## src/rtl/ooo_types_pkg.sv

```systemverilog
// Shared types for the out-of-order dispatch path.
// FU classes, ROB index and the dispatch entry layout.
package ooo_types_pkg;

  localparam int DEPTH_DEF     = 4;
  localparam int PAYLOAD_W_DEF = 512;
  localparam int NUM_FU_DEF    = 5;
  localparam int ROB_IDX_W_DEF = 4;

  typedef enum logic [2:0] {
    ARITH,
    MULT,
    DIV,
    LOADSTORE,
    VECTOR
  } fu_class_t;

  typedef logic [ROB_IDX_W_DEF-1:0] rob_index_t;

  typedef struct packed {
    logic [PAYLOAD_W_DEF-1:0] payload;
    fu_class_t                fu;
    logic                     halt;
  } dispatch_entry_t;

endpackage

```

## src/rtl/ooo_dispatch_fifo_ram.sv

```systemverilog
// Entry storage for the dispatch buffer.
// One write port, asynchronous read of the head slot.
module ooo_dispatch_fifo_ram #(
  parameter int DEPTH = 4,
  parameter int W     = 8
) (
  input  logic                     clk,
  input  logic                     we,
  input  logic [$clog2(DEPTH)-1:0] waddr,
  input  logic [W-1:0]             wdata,
  input  logic [$clog2(DEPTH)-1:0] raddr,
  output logic [W-1:0]             rdata
);

  logic [W-1:0] mem [DEPTH];

  always_ff @(posedge clk) begin
    if (we) mem[waddr] <= wdata;
  end

  assign rdata = mem[raddr];

endmodule

```

## src/rtl/ooo_dispatch_buffer.sv

```systemverilog
// Decode-to-execute dispatch queue with per-FU and ROB gating,
// flush and halt fencing.
module ooo_dispatch_buffer
  import ooo_types_pkg::*;
#(
  parameter int DEPTH     = DEPTH_DEF,
  parameter int PAYLOAD_W = PAYLOAD_W_DEF,
  parameter int NUM_FU    = NUM_FU_DEF,
  parameter int ROB_IDX_W = ROB_IDX_W_DEF
) (
  input  logic                       CLK,
  input  logic                       nRST,
  input  logic                       flush,
  input  logic                       enq_valid,
  output logic                       enq_ready,
  input  logic [PAYLOAD_W-1:0]       enq_payload,
  input  logic [$clog2(NUM_FU)-1:0]  enq_fu,
  input  logic                       enq_halt,
  output logic                       deq_valid,
  output logic [PAYLOAD_W-1:0]       deq_payload,
  output logic [$clog2(NUM_FU)-1:0]  deq_fu,
  output logic [ROB_IDX_W-1:0]       deq_rob_index,
  input  logic [NUM_FU-1:0]          fu_stall,
  input  logic                       rob_ready,
  input  logic [ROB_IDX_W-1:0]       rob_index,
  output logic [$clog2(DEPTH+1)-1:0] count,
  output logic                       halted
);

  localparam int AW = $clog2(DEPTH);
  localparam int FW = $clog2(NUM_FU);
  localparam int CW = $clog2(DEPTH+1);
  localparam int EW = PAYLOAD_W + FW + 1;
  localparam logic [AW:0] PTR_ONE = 1;

  logic [AW:0]          rd_ptr;
  logic [AW:0]          wr_ptr;
  logic                 halt_pending;
  logic                 empty;
  logic                 full;
  logic                 enq_fire;
  logic                 fu_free;
  logic [EW-1:0]        head;
  logic [PAYLOAD_W-1:0] head_payload;
  logic [FW-1:0]        head_fu;
  logic                 head_halt;

  ooo_dispatch_fifo_ram #(
    .DEPTH (DEPTH),
    .W     (EW)
  ) u_ram (
    .clk   (CLK),
    .we    (enq_fire),
    .waddr (wr_ptr[AW-1:0]),
    .wdata ({enq_halt, enq_fu, enq_payload}),
    .raddr (rd_ptr[AW-1:0]),
    .rdata (head)
  );

  assign {head_halt, head_fu, head_payload} = head;

  assign empty = (rd_ptr == wr_ptr);
  assign full  = (rd_ptr[AW] != wr_ptr[AW]) &&
                 (rd_ptr[AW-1:0] == wr_ptr[AW-1:0]);

  // FU codes outside the class range never match, so they read as stalled
  always_comb begin
    fu_free = 1'b0;
    for (int i = 0; i < NUM_FU; i++) begin
      if (head_fu == FW'(i)) fu_free = !fu_stall[i];
    end
  end

  assign enq_ready = !full && !halt_pending && !flush;
  assign enq_fire  = enq_valid && enq_ready;
  assign deq_valid = !empty && fu_free && rob_ready &&
                     !flush && !halted;

  assign deq_payload   = head_payload;
  assign deq_fu        = head_fu;
  assign deq_rob_index = rob_index;
  assign count         = CW'(wr_ptr - rd_ptr);

  always_ff @(posedge CLK or negedge nRST) begin
    if (!nRST) begin
      rd_ptr       <= '0;
      wr_ptr       <= '0;
      halt_pending <= 1'b0;
      halted       <= 1'b0;
    end else if (flush) begin
      rd_ptr       <= '0;
      wr_ptr       <= '0;
      halt_pending <= 1'b0;
    end else begin
      if (enq_fire) begin
        wr_ptr <= wr_ptr + PTR_ONE;
        if (enq_halt) halt_pending <= 1'b1;
      end
      if (deq_valid) begin
        rd_ptr <= rd_ptr + PTR_ONE;
        if (head_halt) halted <= 1'b1;
      end
    end
  end

  a_head_fu_range : assert property (
    @(posedge CLK) disable iff (!nRST)
    !empty |-> (int'(head_fu) < NUM_FU)
  );

endmodule

```

## config.mk

```make
export PLATFORM = sky130hd
export DESIGN_NAME = ooo_dispatch_buffer
export DESIGN_NICKNAME = d
export VERILOG_FILES = /design/src/rtl/ooo_types_pkg.sv /design/src/rtl/ooo_dispatch_fifo_ram.sv /design/src/rtl/ooo_dispatch_buffer.sv
export SDC_FILE = /design/constraint.sdc
export NUM_CORES = 1
export LEC_CHECK = 0
export BUFFER_PORTS_ARGS = -buffer_cell sky130_fd_sc_hd__buf_2
export CAP_MARGIN = 20
export CORE_AREA = 5 5 403 405
export CTS_CLUSTER_DIAMETER = 40
export DETAILED_ROUTE_END_ITERATION = 8
export DIE_AREA = 0 0 408 410
export PLACE_DENSITY = 0.7
export SLEW_MARGIN = 20
export SYNTH_ARGS = -nofsm -noshare
export SYNTH_HDL_FRONTEND = slang
export SYNTH_HIERARCHICAL = 1
export SYNTH_SLANG_ARGS = --single-unit
```

## constraint.sdc

```tcl
create_clock -name CLK -period 56.7 [get_ports CLK]
set_input_delay 17.01 -clock CLK [delete_from_list [all_inputs] [get_ports CLK]]
set_output_delay 17.01 -clock CLK [all_outputs]
set_load 0.01 [all_outputs]
```

Yosys cells after proc, flatten, opt, wreduce, memory -nomap -nowiden --
Memory sizes are Yosys's and may differ from the RTL's. Index checks and enable logic that the tools add are counted.
Word-level totals: register bits 8, RAM bits 2064, bits of input ports 530, output and inout port bits 525, memories kept 1
Cells by class: add/subtract/negate cells 3, equality and inequality tests 7, muxes and demuxes 14, bitwise operators 1, reduce and logical (&&, ||, !) cells 24
Memories:
- u_ram.mem | words 4, bits a word 516, read ports 1, clocked after Yosys merged registers in 0, wr ports 1, line ooo_dispatch_fifo_ram.sv:15 | logic [W-1:0] mem [DEPTH];
Operators with widths (count):
- two-way mux 3 bit | 4
- logical NOT 1 bit | 10
- two-way mux 1 bit | 10
- logical AND 1 bit | 8
- adder 3 x 1 -> 3 bit, second input constant | 2
- == test 3 x 2 -> 1 bit, second input constant | 2
- nonzero test 2 bit | 3
- == test 3 x 1 -> 1 bit, second input constant | 1
- == test 3 bit | 1
- == test 3 bit, second input constant | 1
- logical NOT 3 bit | 1
- AND reduction 3 bit | 1
- subtractor 3 bit | 1
- == test 2 bit | 1
- AND reduction 2 bit | 1
- inequality test 1 bit | 1
- inverter 1 bit | 1

Depth between registers and ports, before layout --
An unclocked memory read counts as a cell.
word-level depth 13, depth in mapped cells 10

Hierarchy --
Netlist, hierarchy kept.
By module, submodules not included:
- ooo_dispatch_fifo_ram | instances 1, cells an instance 2699, area each 74396.4 um^2, sequential area each 61979.4 um^2
- ooo_dispatch_buffer | instances 1, cells an instance 56, area each 551.8 um^2, sequential area each 200.2 um^2

Least setup slack after synthesis --
No wires, ideal clock.
path kind input to register, start input port flush, end memory u_ram/mem[0][0] (netlist bit), enable pin, setup time 2133 ps, data arrival time 54674 ps, data required time 54567 ps, setup slack -106 ps, stages on the path 4, cell sequence a311oi_2 nand2_1 inv_1 nor3b_1
Between the ends: longest elaborated chain between the ends 5
RTL lines:
- start: declaration | line ooo_dispatch_buffer.sv:13 | input logic flush,
- logical NOT 1 bit | line ooo_dispatch_buffer.sv:74 | assign enq_ready = !full && !halt_pending && !flush;
- logical AND 1 bit | line ooo_dispatch_buffer.sv:74
- logical AND 1 bit | line ooo_dispatch_buffer.sv:75 | assign enq_fire = enq_valid && enq_ready;
- net enq_fire | line ooo_dispatch_buffer.sv:41 | logic enq_fire;
- two-way mux 1 bit | line ooo_dispatch_fifo_ram.sv:18 | if (we) mem[waddr] <= wdata;
- two-way mux 1 bit (not written as such) | line ooo_dispatch_fifo_ram.sv:18
- end: declaration | line ooo_dispatch_fifo_ram.sv:15
The timed path passes the listed nets, and every way through them passes these cells.

Worst setup path after layout --
start input port fu_stall[2], end output port deq_valid
Between the ends: longest elaborated chain between the ends 8
RTL lines:
- start: declaration | line ooo_dispatch_buffer.sv:23 | input logic [NUM_FU-1:0] fu_stall,
- logical NOT 1 bit | line ooo_dispatch_buffer.sv:70 | if (head_fu == FW'(i)) fu_free = !fu_stall[i];
- two-way mux 1 bit (3 in a row) | line ooo_dispatch_buffer.sv:70
- logical AND 1 bit (3 in a row) | line ooo_dispatch_buffer.sv:76 | assign deq_valid = !empty && fu_free && rob_ready &&
- logical AND 1 bit | line ooo_dispatch_buffer.sv:77 | !flush && !halted;
- end: declaration | line ooo_dispatch_buffer.sv:19 | output logic deq_valid,
Every way passes these cells.

==> results.md <==
* Mapped cell area at approximately 75000 sq um
* Final Max Slew Viols at 0
* Most frequent cell on the critical path: buf_2
* Via density at 5.46
* Pint at around 2.8 mW
* Switching portion of total power at between 20% and 30%
* Clk sinks at about 2.1k
* Post-synthesis compound-gate area fraction at 0.117%
* Worst-path cell chain: buf_2, nand2b_1, a21o_1, a211oi_4, buf_2
* Clock power share at 44.0%
* Area Overhead vs Synth at 21.2%
* Reg2Reg Depth at 9
* Antenna viol nets, final at 0
* Number of post-CTS setup repair buffers at 0
* Clock Latency Late Sink at 0.82 ns
* Hold Vio Cnt, Final at 0
* Dpl hpwl at 110 mm
* Data required, critical path at 39.69 ns
* Site Rows at 146
* Slowest CP cell: a211oi_4
* GP Congestion at 0.797
* Critical Path End Type: output port
* Final setup TNS at 0 ns
* Root Driver: clkbuf_16
* Total grt overflow at 0
* Synth cell types at 32
* Die area at 167000 sq um
* Initial core utilization at 47.4%
* Share of cells above drive strength 1 at 48.2%
* Hold Path Sink: halted
* Final Skew at 0.0372 ns
* Status: finished clean
* Area leader, netlist: edfxtp_1
* Dominant cells by area after synthesis: edfxtp_1 83%, mux4_2 16%, buf_6 0.41%, buf_2 0.27%, dfrtp_1 0.27%
* Synth Area in Simple Gates at 0.145%
* Seq/Total Area, Yosys at 83.0%
* Synth warn at 6
* Final nets at 4509
* Switch Pwr at 757 uW
* Syn_area_per_cell at approximately 27 sq um
* Logic pwr share at 6.3%
* Yosys top cell area share at 82.7%
* Largest net degree at the start of global routing at 128
* Synth Area in XOR/XNOR at 0.0351%
* Kind of critical path: input port to output port
* #FFs+latches synth at between 2k and 2.5k
* Num CTS Buffers at between 200 and 250
* Clock Pin Slew Worst Setup and Hold Paths at 0.06 ns
* R2r endpoint: u_ram/mem[1][446]
* Crit start category: input port
* # setup viols final at 0
* CTS H-tree depth at 4
* Crit path max fanout at 6
* Hold Path Stages at 1
* Largest family of logic cells by synthesized area: multiplexers
* Proportion of synthesized area in mux cells at approximately 16%
* Initial antenna violation count at slightly below 100
* Worst-margin pin slew at 1.05 ns
* Leak at 29.9 nW
* Seq pwr share at ~50%
* RSZ-0062 raised after global routing: no
* First-pass GRT wire length at ~250 mm
* Hold Crit Class: register to register
* Fmax at 0.0285 GHz
* WL/cell at 26.8 um
* Die X-Extent at 408 um
* Final Cycle Share at 62.0%
* CP Data Arrival Time at 18.13 ns
* Drt first pass iters at 7
* Worst vdd ir at between 0.03 and 0.04 mV
* DRT Wirelength at around 170 mm
* Core area at 158000 sq um
* DRT iter0 DRCs at 3178
* Gate Count Post-Synth at ~2.8k
* Post-CTS Hold Fix Bufs at 0
* Relative slew slack at 30.0%
* Synth Area in Adders at less than 1%
* Max Root-Sink Buffers at 3
* Min Tclk post-route at 35.14 ns
* Die height at slightly above 400 um
* Reg2Reg Setup Slack at around 50 ns
* Residual DRC count at 0
* GRT Util Overall at 20.1%
* Syn nets at 3290
* PortBufs at 1046
* Max Cap Viol at 0
* Vias in the first global route at 36.0k
* Gates resized, CTS repair at 0
* Reg2reg start: rd_ptr[0]
* CTS tree: built
* Worst min-delay path startpoint: halted
* I/O pin total at 1055
* Critical Path Max Stage Delay at 0.37 ns
* Vias at 34.5k
* Power per cell area at approximately 39 nW/um^2
* Hold WS at about 0.5 ns
[state kept, by name, summed over array words and instances (netlist names)]
| register | cells |
|---|---|
| halt_pending | 1 |
| halted | 1 |
| rd_ptr | 3 |
| u_ram/mem | 2064 |
| wr_ptr | 3 |
[kinds of logic after synthesis]
kind of cell,count (synthesis)
flops,2072
mux,519
buf+inv,127
simple gates,20
compound gates,9
fa+ha+maj,5
xor+xnor,3
[power groups by stage]
stage / Clock (mW) / Sequential (mW) / Combinational, mW
2_1_floorplan: 0 / 1.80 / 0.118
3_3_place_gp: 0 / 1.77 / 0.223
3_5_place_dp: 0 / 1.78 / 0.226
4_1_cts: 1.57 / 1.74 / 0.227
5_1_grt: 1.65 / 1.75 / 0.238
6_report: 1.54 / 1.74 / 0.222
[metal layers]
metal / GRT usage, % / vias to the layer above / wire length, um
li1: - / 14663 / -
met1: 24.3 / 18005 / 60800
met5: 0 / - / 362
met4: 7.14 / 56 / 5560
met2: 32.8 / 1401 / 85100
met3: 8.23 / 352 / 17300
[area by class of cell]
class                      count  area, sq um
antenna                       58          145
clock buffer                 270         6160
clock inverter               175         2040
fill                       11128        67200
inverter                       8         30.0
multi-input combinational    556        12000
sequential                  2072        62200
tap                         2072         2590
timing repair buffer        1099         5720
[cells in the final DEF (no fill, tap or decap), types with 8 or more instances in the layout]
cell type and count:
clkinv_2 24, clkinv_1 27, bufinv_16 29, clkbuf_16 242, edfxtp_1 2064, clkinv_4 22
inv_8 16, buf_2 1046, inv_1 8, clkinvlp_4 25, diode_2 58, inv_6 25
mux4_2 516, buf_4 47, clkbuf_1 28
[worst max path at each step]
stage          cells after the start              end        start  slack, ns
2_1_floorplan                      4  u_ram/mem[0][0]        flush      18.32
3_3_place_gp                       5        deq_valid  fu_stall[2]      21.57
3_5_place_dp                       5        deq_valid  fu_stall[2]      21.59
4_1_cts                            5        deq_valid  fu_stall[2]      21.58
5_1_grt                            5        deq_valid  fu_stall[2]      21.56
6_report                           5        deq_valid  fu_stall[2]      21.56
[Yosys cell counts (all sizes together)]
cell    instances
edfxtp       2064
mux4          516
buf            98
clkbuf         21
dfrtp           8
inv             8
nand2           6
ha              4
nor2            4
mux2i           3
nand3           3
xor2            3
a21o            2
and3b           2
o31ai           2
a211oi          1
a22o            1
a311oi          1
and3            1
fa              1
nand2b          1
nor3            1
nor3b           1
nor4b           1
o211ai          1
o21ai           1
[through the flow]
stage	setup slack, ns	std cells	util [%]	instance area, sq um	power [mW]
global route	21.56	6274	57.4	90700	3.64
floorplan	18.32	2755	-	75000	1.92
global placement	21.57	5806	52.2	82500	2.00
CTS	21.58	6251	57.4	90700	3.55
finish	21.56	6310	57.5	90800	3.51
detailed placement	21.59	5806	52.2	82500	2.00
[critical path, delay by kind of cell]
family | cells | cell delay (ns)
buf+inv | 2 | 0.29
compound gates | 2 | 0.61
simple gates | 1 | 0.21
Note: power is estimated with default switching activity, not from simulation.
